==> config.mk <==
export PLATFORM = sky130hd
export DESIGN_NAME = serial_adder_flat
export DESIGN_NICKNAME = d
export VERILOG_FILES = /design/src/rtl/serial_adder_if.sv /design/src/rtl/serial_adder.sv /design/src/flat_wrapper.sv
export SDC_FILE = /design/constraint.sdc
export NUM_CORES = 1
export LEC_CHECK = 0
export ABC_AREA = 1
export BUFFER_PORTS_ARGS = -buffer_cell sky130_fd_sc_hd__buf_2
export CAP_MARGIN = 10
export CORE_MARGIN = 2
export CORE_UTILIZATION = 28
export CTS_CLUSTER_SIZE = 16
export DETAILED_ROUTE_END_ITERATION = 8
export RECOVER_POWER = 100
export SLEW_MARGIN = 20
export SYNTH_ARGS = -nofsm -noshare
export SYNTH_HDL_FRONTEND = slang
export SYNTH_SLANG_ARGS = --single-unit
==> constraint.sdc <==
create_clock -name clk -period 1.3 [get_ports clk]
set_input_delay 0.195 -clock clk [delete_from_list [all_inputs] [get_ports clk]]
set_output_delay 0.195 -clock clk [all_outputs]
set_load 0.05 [all_outputs]
==> src/rtl/serial_adder_if.sv <==
// serial_adder_if: start/done handshake and operand/result bus for serial_adder
interface serial_adder_if #(parameter int WIDTH = 8);
  logic             start;
  logic             cin;
  logic             sub;
  logic             busy;
  logic             done;
  logic             cout;
  logic             ovf;
  logic [WIDTH-1:0] a;
  logic [WIDTH-1:0] b;
  logic [WIDTH-1:0] sum;
  modport master (output start, a, b, cin, sub, input busy, done, sum, cout, ovf);
  modport slave (input start, a, b, cin, sub, output busy, done, sum, cout, ovf);
endinterface

==> src/rtl/serial_adder.sv <==
// serial_adder: bit-serial add/subtract, LSB first; subtract enabled by SERIAL_ADDER_SUB_EN
module serial_adder #(
  parameter int WIDTH = 8
) (
  input logic           clk,
  input logic           rst,
  serial_adder_if.slave bus
);
  localparam int CW = $clog2(WIDTH);
  typedef enum logic [1:0] {IDLE, RUN, DONE} state_t;
  state_t           state_q, state_d;
  logic [WIDTH-1:0] a_q, a_d, b_q, b_d, res_q, res_d, sum_q, sum_d;
  logic [CW-1:0]    cnt_q, cnt_d;
  logic             carry_q, carry_d, cout_q, cout_d, ovf_q, ovf_d;
  logic             sub_eff, s_bit, c_bit;
`ifdef SERIAL_ADDER_SUB_EN
  assign sub_eff = bus.sub;
`else
  logic sub_unused;
  assign sub_unused = bus.sub;
  assign sub_eff = 1'b0;
`endif
  assign s_bit = a_q[0] ^ b_q[0] ^ carry_q;
  assign c_bit = (a_q[0] & b_q[0]) | (a_q[0] & carry_q) | (b_q[0] & carry_q);
  assign bus.busy = state_q == RUN;
  assign bus.done = state_q == DONE;
  assign bus.sum = sum_q;
  assign bus.cout = cout_q;
  assign bus.ovf = ovf_q;
  // next state: load operands on accepted start, process one bit per cycle in RUN;
  // on the last bit carry_q is the carry into the MSB, so ovf is it XOR the carry out
  always_comb begin
    state_d = state_q;
    a_d = a_q;
    b_d = b_q;
    res_d = res_q;
    sum_d = sum_q;
    cnt_d = cnt_q;
    carry_d = carry_q;
    cout_d = cout_q;
    ovf_d = ovf_q;
    if (state_q == RUN) begin
      a_d = a_q >> 1;
      b_d = b_q >> 1;
      res_d = {s_bit, res_q[WIDTH-1:1]};
      carry_d = c_bit;
      cnt_d = cnt_q + CW'(1);
      if (cnt_q == CW'(WIDTH - 1)) begin
        state_d = DONE;
        sum_d = res_d;
        cout_d = c_bit;
        ovf_d = c_bit ^ carry_q;
      end
    end else if (bus.start) begin
      state_d = RUN;
      a_d = bus.a;
      b_d = bus.b ^ {WIDTH{sub_eff}};
      carry_d = bus.cin ^ sub_eff;
      cnt_d = '0;
    end else begin
      state_d = IDLE;
    end
  end
  // state register with synchronous reset clearing datapath and results
  always_ff @(posedge clk) begin
    if (rst) begin
      state_q <= IDLE;
      a_q <= '0;
      b_q <= '0;
      res_q <= '0;
      sum_q <= '0;
      cnt_q <= '0;
      carry_q <= 1'b0;
      cout_q <= 1'b0;
      ovf_q <= 1'b0;
    end else begin
      state_q <= state_d;
      a_q <= a_d;
      b_q <= b_d;
      res_q <= res_d;
      sum_q <= sum_d;
      cnt_q <= cnt_d;
      carry_q <= carry_d;
      cout_q <= cout_d;
      ovf_q <= ovf_d;
    end
  end
endmodule
==> src/flat_wrapper.sv <==
// flat-port wrapper written by rule: the top's interface ports become plain ports
module serial_adder_flat 
#(
  parameter int WIDTH = 8
)
  (clk, rst, bus_start, bus_a, bus_b, bus_cin, bus_sub, bus_busy, bus_done, bus_sum, bus_cout, bus_ovf);
  serial_adder_if #(.WIDTH(WIDTH)) bus_i ();
  input logic clk;
  input logic rst;
  input wire logic [$bits(bus_i.start)-1:0] bus_start;
  input wire logic [$bits(bus_i.a)-1:0] bus_a;
  input wire logic [$bits(bus_i.b)-1:0] bus_b;
  input wire logic [$bits(bus_i.cin)-1:0] bus_cin;
  input wire logic [$bits(bus_i.sub)-1:0] bus_sub;
  output wire logic [$bits(bus_i.busy)-1:0] bus_busy;
  output wire logic [$bits(bus_i.done)-1:0] bus_done;
  output wire logic [$bits(bus_i.sum)-1:0] bus_sum;
  output wire logic [$bits(bus_i.cout)-1:0] bus_cout;
  output wire logic [$bits(bus_i.ovf)-1:0] bus_ovf;
  assign bus_i.start = bus_start;
  assign bus_i.a = bus_a;
  assign bus_i.b = bus_b;
  assign bus_i.cin = bus_cin;
  assign bus_i.sub = bus_sub;
  assign bus_busy = bus_i.busy;
  assign bus_done = bus_i.done;
  assign bus_sum = bus_i.sum;
  assign bus_cout = bus_i.cout;
  assign bus_ovf = bus_i.ovf;
  serial_adder #(.WIDTH(WIDTH)) u_core (.clk(clk), .rst(rst), .bus(bus_i));
endmodule
==> metrics.txt <==
Cell Rows=28; register area=785 um2; share of cells above drive strength 1=between 20 and 25%; CP Class=reg2out; crit path time final=between 1 and 1.5 ns; Cells after Synth=around 230; io pins=33; Final Skew=0.00510 ns; Final Hold Vio Count=0; vias in the first global route=around 1,400; cell area after synthesis=1670 um2; WP data arrival=between 1 and 1.5 ns; synth top area cells=dfxtp_1 47%, nand3_1 16%, nand2_1 13%; crit end category=output pin; core footprint=just under 6000 um2; drt drc=0; final-report max-slew violation count=0; Clock Latency Late Sink=0.28 ns; multi-input logic area=~700 um2; HP Class=in2reg; dpl cells=approximately 320; status=finished clean; final setup fails=0; initial DRC count=90; Yosys top cell by area=dfxtp_1; Detailed Route WL=around 3500 um; Layout Cells excl Fill=between 300 and 400; largest net degree at the start of global routing=38; Post-CTS Hold Buffers=0; Mapped Nets=between 200 and 250; Post-synth EDFFs=0; port buffer count=31; most common library cells after synthesis=60 x nand2_1, 55 x nand3_1, 39 x dfxtp_1; post-synth cell types=18; global-route wire length before repair=5980 um; placed cell areas=1890 um2; initial antenna violation count=0; Pleak=slightly above 1 nW; CTS tree=built; clock root buffer=clkbuf_8; die width=between 80 and 90 um; sequential area share after synthesis=46.8%; Chip Height=between 80 and 90 um; # H-tree levels=2; total power=~2.3 mW; RSZ-0062 raised after global routing=true; Die ar.=between 6000 and 7000 um2; commonest register cell after synthesis=dfxtp_1; Slew @ Worst Pin=between 0.2 and 0.3 ns; drt first pass iters=6; Final ANT Viol Nets=0; fin crit share=98.4%; Longest Clk Path Bufs=2; average cell area after synthesis=roughly 7.4 um2; clock sinks=39; Reg clk slew, reported paths=0.07 ns; final net count=284; Num CTS Buffers=5; worst path required time=around 1.1 ns; ant diodes=0; power per cell area=between 1000 and 1500 nW/um2; Layout fillers=between 600 and 700; Max-slew headroom=between 80 and 90%; synth warn=0; worst vdd ir=between 0.4 and 0.5 mV; DR vias=1,486; most frequent cell after synthesis=nand2_1; Async SR Flop Fraction=0%; placer congestion estimate=around 0.69; Max Cap Viol=0; final core utilization=roughly 35%; final instance area=2030 um2; Initial Util=28.5%; dpl hpwl=about 2300 um; Synth top area share=46.8%; layout overhead on the synthesized area=21.5%; total global-route track usage=11.8%; register bit total from synthesis=39; gr ovfl total=0; WL/cell=10.3 um; Peak Freq=approximately 780 MHz; Via density=4.42; CP max FO=4; type of origin of the critical path=flip-flop
==> flip-flops by register name, indices dropped and copies added (netlist names) <==
name / count
u_core.a_q: 8
u_core.b_q: 8
u_core.bus.sum: 8
u_core.res_q: 7
u_core.cnt_q: 3
u_core.state_q: 2
u_core.bus.cout: 1
u_core.bus.ovf: 1
u_core.carry_q: 1
==> per-layer routing <==
layer / track usage, % / up-vias / part of all wire (%)
met1: 13.9 / 674 / 47
met2: 19.9 / 20 / 46
li1: - / 787 / -
met5: 0 / - / 0
met3: 2.89 / 5 / 4.3
met4: 5.59 / 0 / 2.1
==> critical path, cell delays in order, from the launching register on <==
cell	delay [ns]
dfxtp_2	0.34
inv_2	0.05
nor2_4	0.14
buf_6	0.13
buf_8	0.14
==> where the power goes <==
part           leakage, nW  total, mW  switching (mW)  internal (mW)
clock               0.0422      0.763           0.387          0.376
combinational        0.672      0.282           0.160          0.123
sequential           0.320       1.28          0.0330           1.25
total                 1.03       2.33           0.579           1.75
==> layout by cell type (no fill, tap or decap) <==
cell type  Yosys  layout
a211oi_1       2       2
a21oi_1        3       3
buf_12         0       2
buf_2          6      19
buf_4          5       6
buf_6          3       1
buf_8          0       1
clkbuf_1       0       2
clkbuf_2       0      11
clkbuf_4       0       2
clkbuf_8       0       5
clkinv_2       0       1
dfxtp_1       39      36
dfxtp_2        0       3
fa_2           0       1
ha_1           2       2
inv_1         18      18
inv_2          2       2
nand2_1       60      61
nand3_1       55      55
nor2_1        17      17
nor2_4         1       2
o21ai_0        8       8
xor2_1         1       1
==> through the flow <==
step | hold slack (ns) | setup TNS [ns] | setup WS [ns]
2_1_floorplan | 0.264 | 0 | 0.0338
6_report | 0.164 | 0 | 0.0206
3_3_place_gp | 0.436 | 0 | 0.0171
4_1_cts | 0.162 | 0 | 0.00841
3_5_place_dp | 0.442 | 0 | 0.00577
5_1_grt | 0.171 | -0.0702 | -0.0257
==> layout make-up <==
cell class	instances	share of cell area (%)
Clock buffer	7	3.76
Clock inverter	1	0.247
Inverter	20	3.70
Multi-Input combinational cell	152	35.3
Sequential cell	39	38.7
Tap cell	75	4.63
Timing Repair Buffer	42	13.6
==> timing repair <==
action	CTS	global route
pin swaps	0	1
buffers inserted	0	4
gates resized for setup	7	4
endpoints found under the setup margin	3	7
==> final timing paths <==
check	start	end	slack, ns	depth (start not counted)
max	u_core.state_q[0]	bus_busy	0.02	4
min	bus_b[7]	u_core.b_q[7]	0.16	3
max reg2reg	u_core.cnt_q[0]	u_core.bus.sum[2]	0.10	6
min reg2reg	u_core.cnt_q[0]	u_core.cnt_q[0]	0.43	1
==> cells by family after synthesis <==
family,share of synthesized area (%)
AO/OA/AOI/OAI,4.20
adder cells (fa/ha/maj),2.70
buffers and inverters,10.6
AND/OR/NAND/NOR,35.2
XOR/XNOR,0.525
flip-flops,46.8
(Power assumes the default switching activity.)
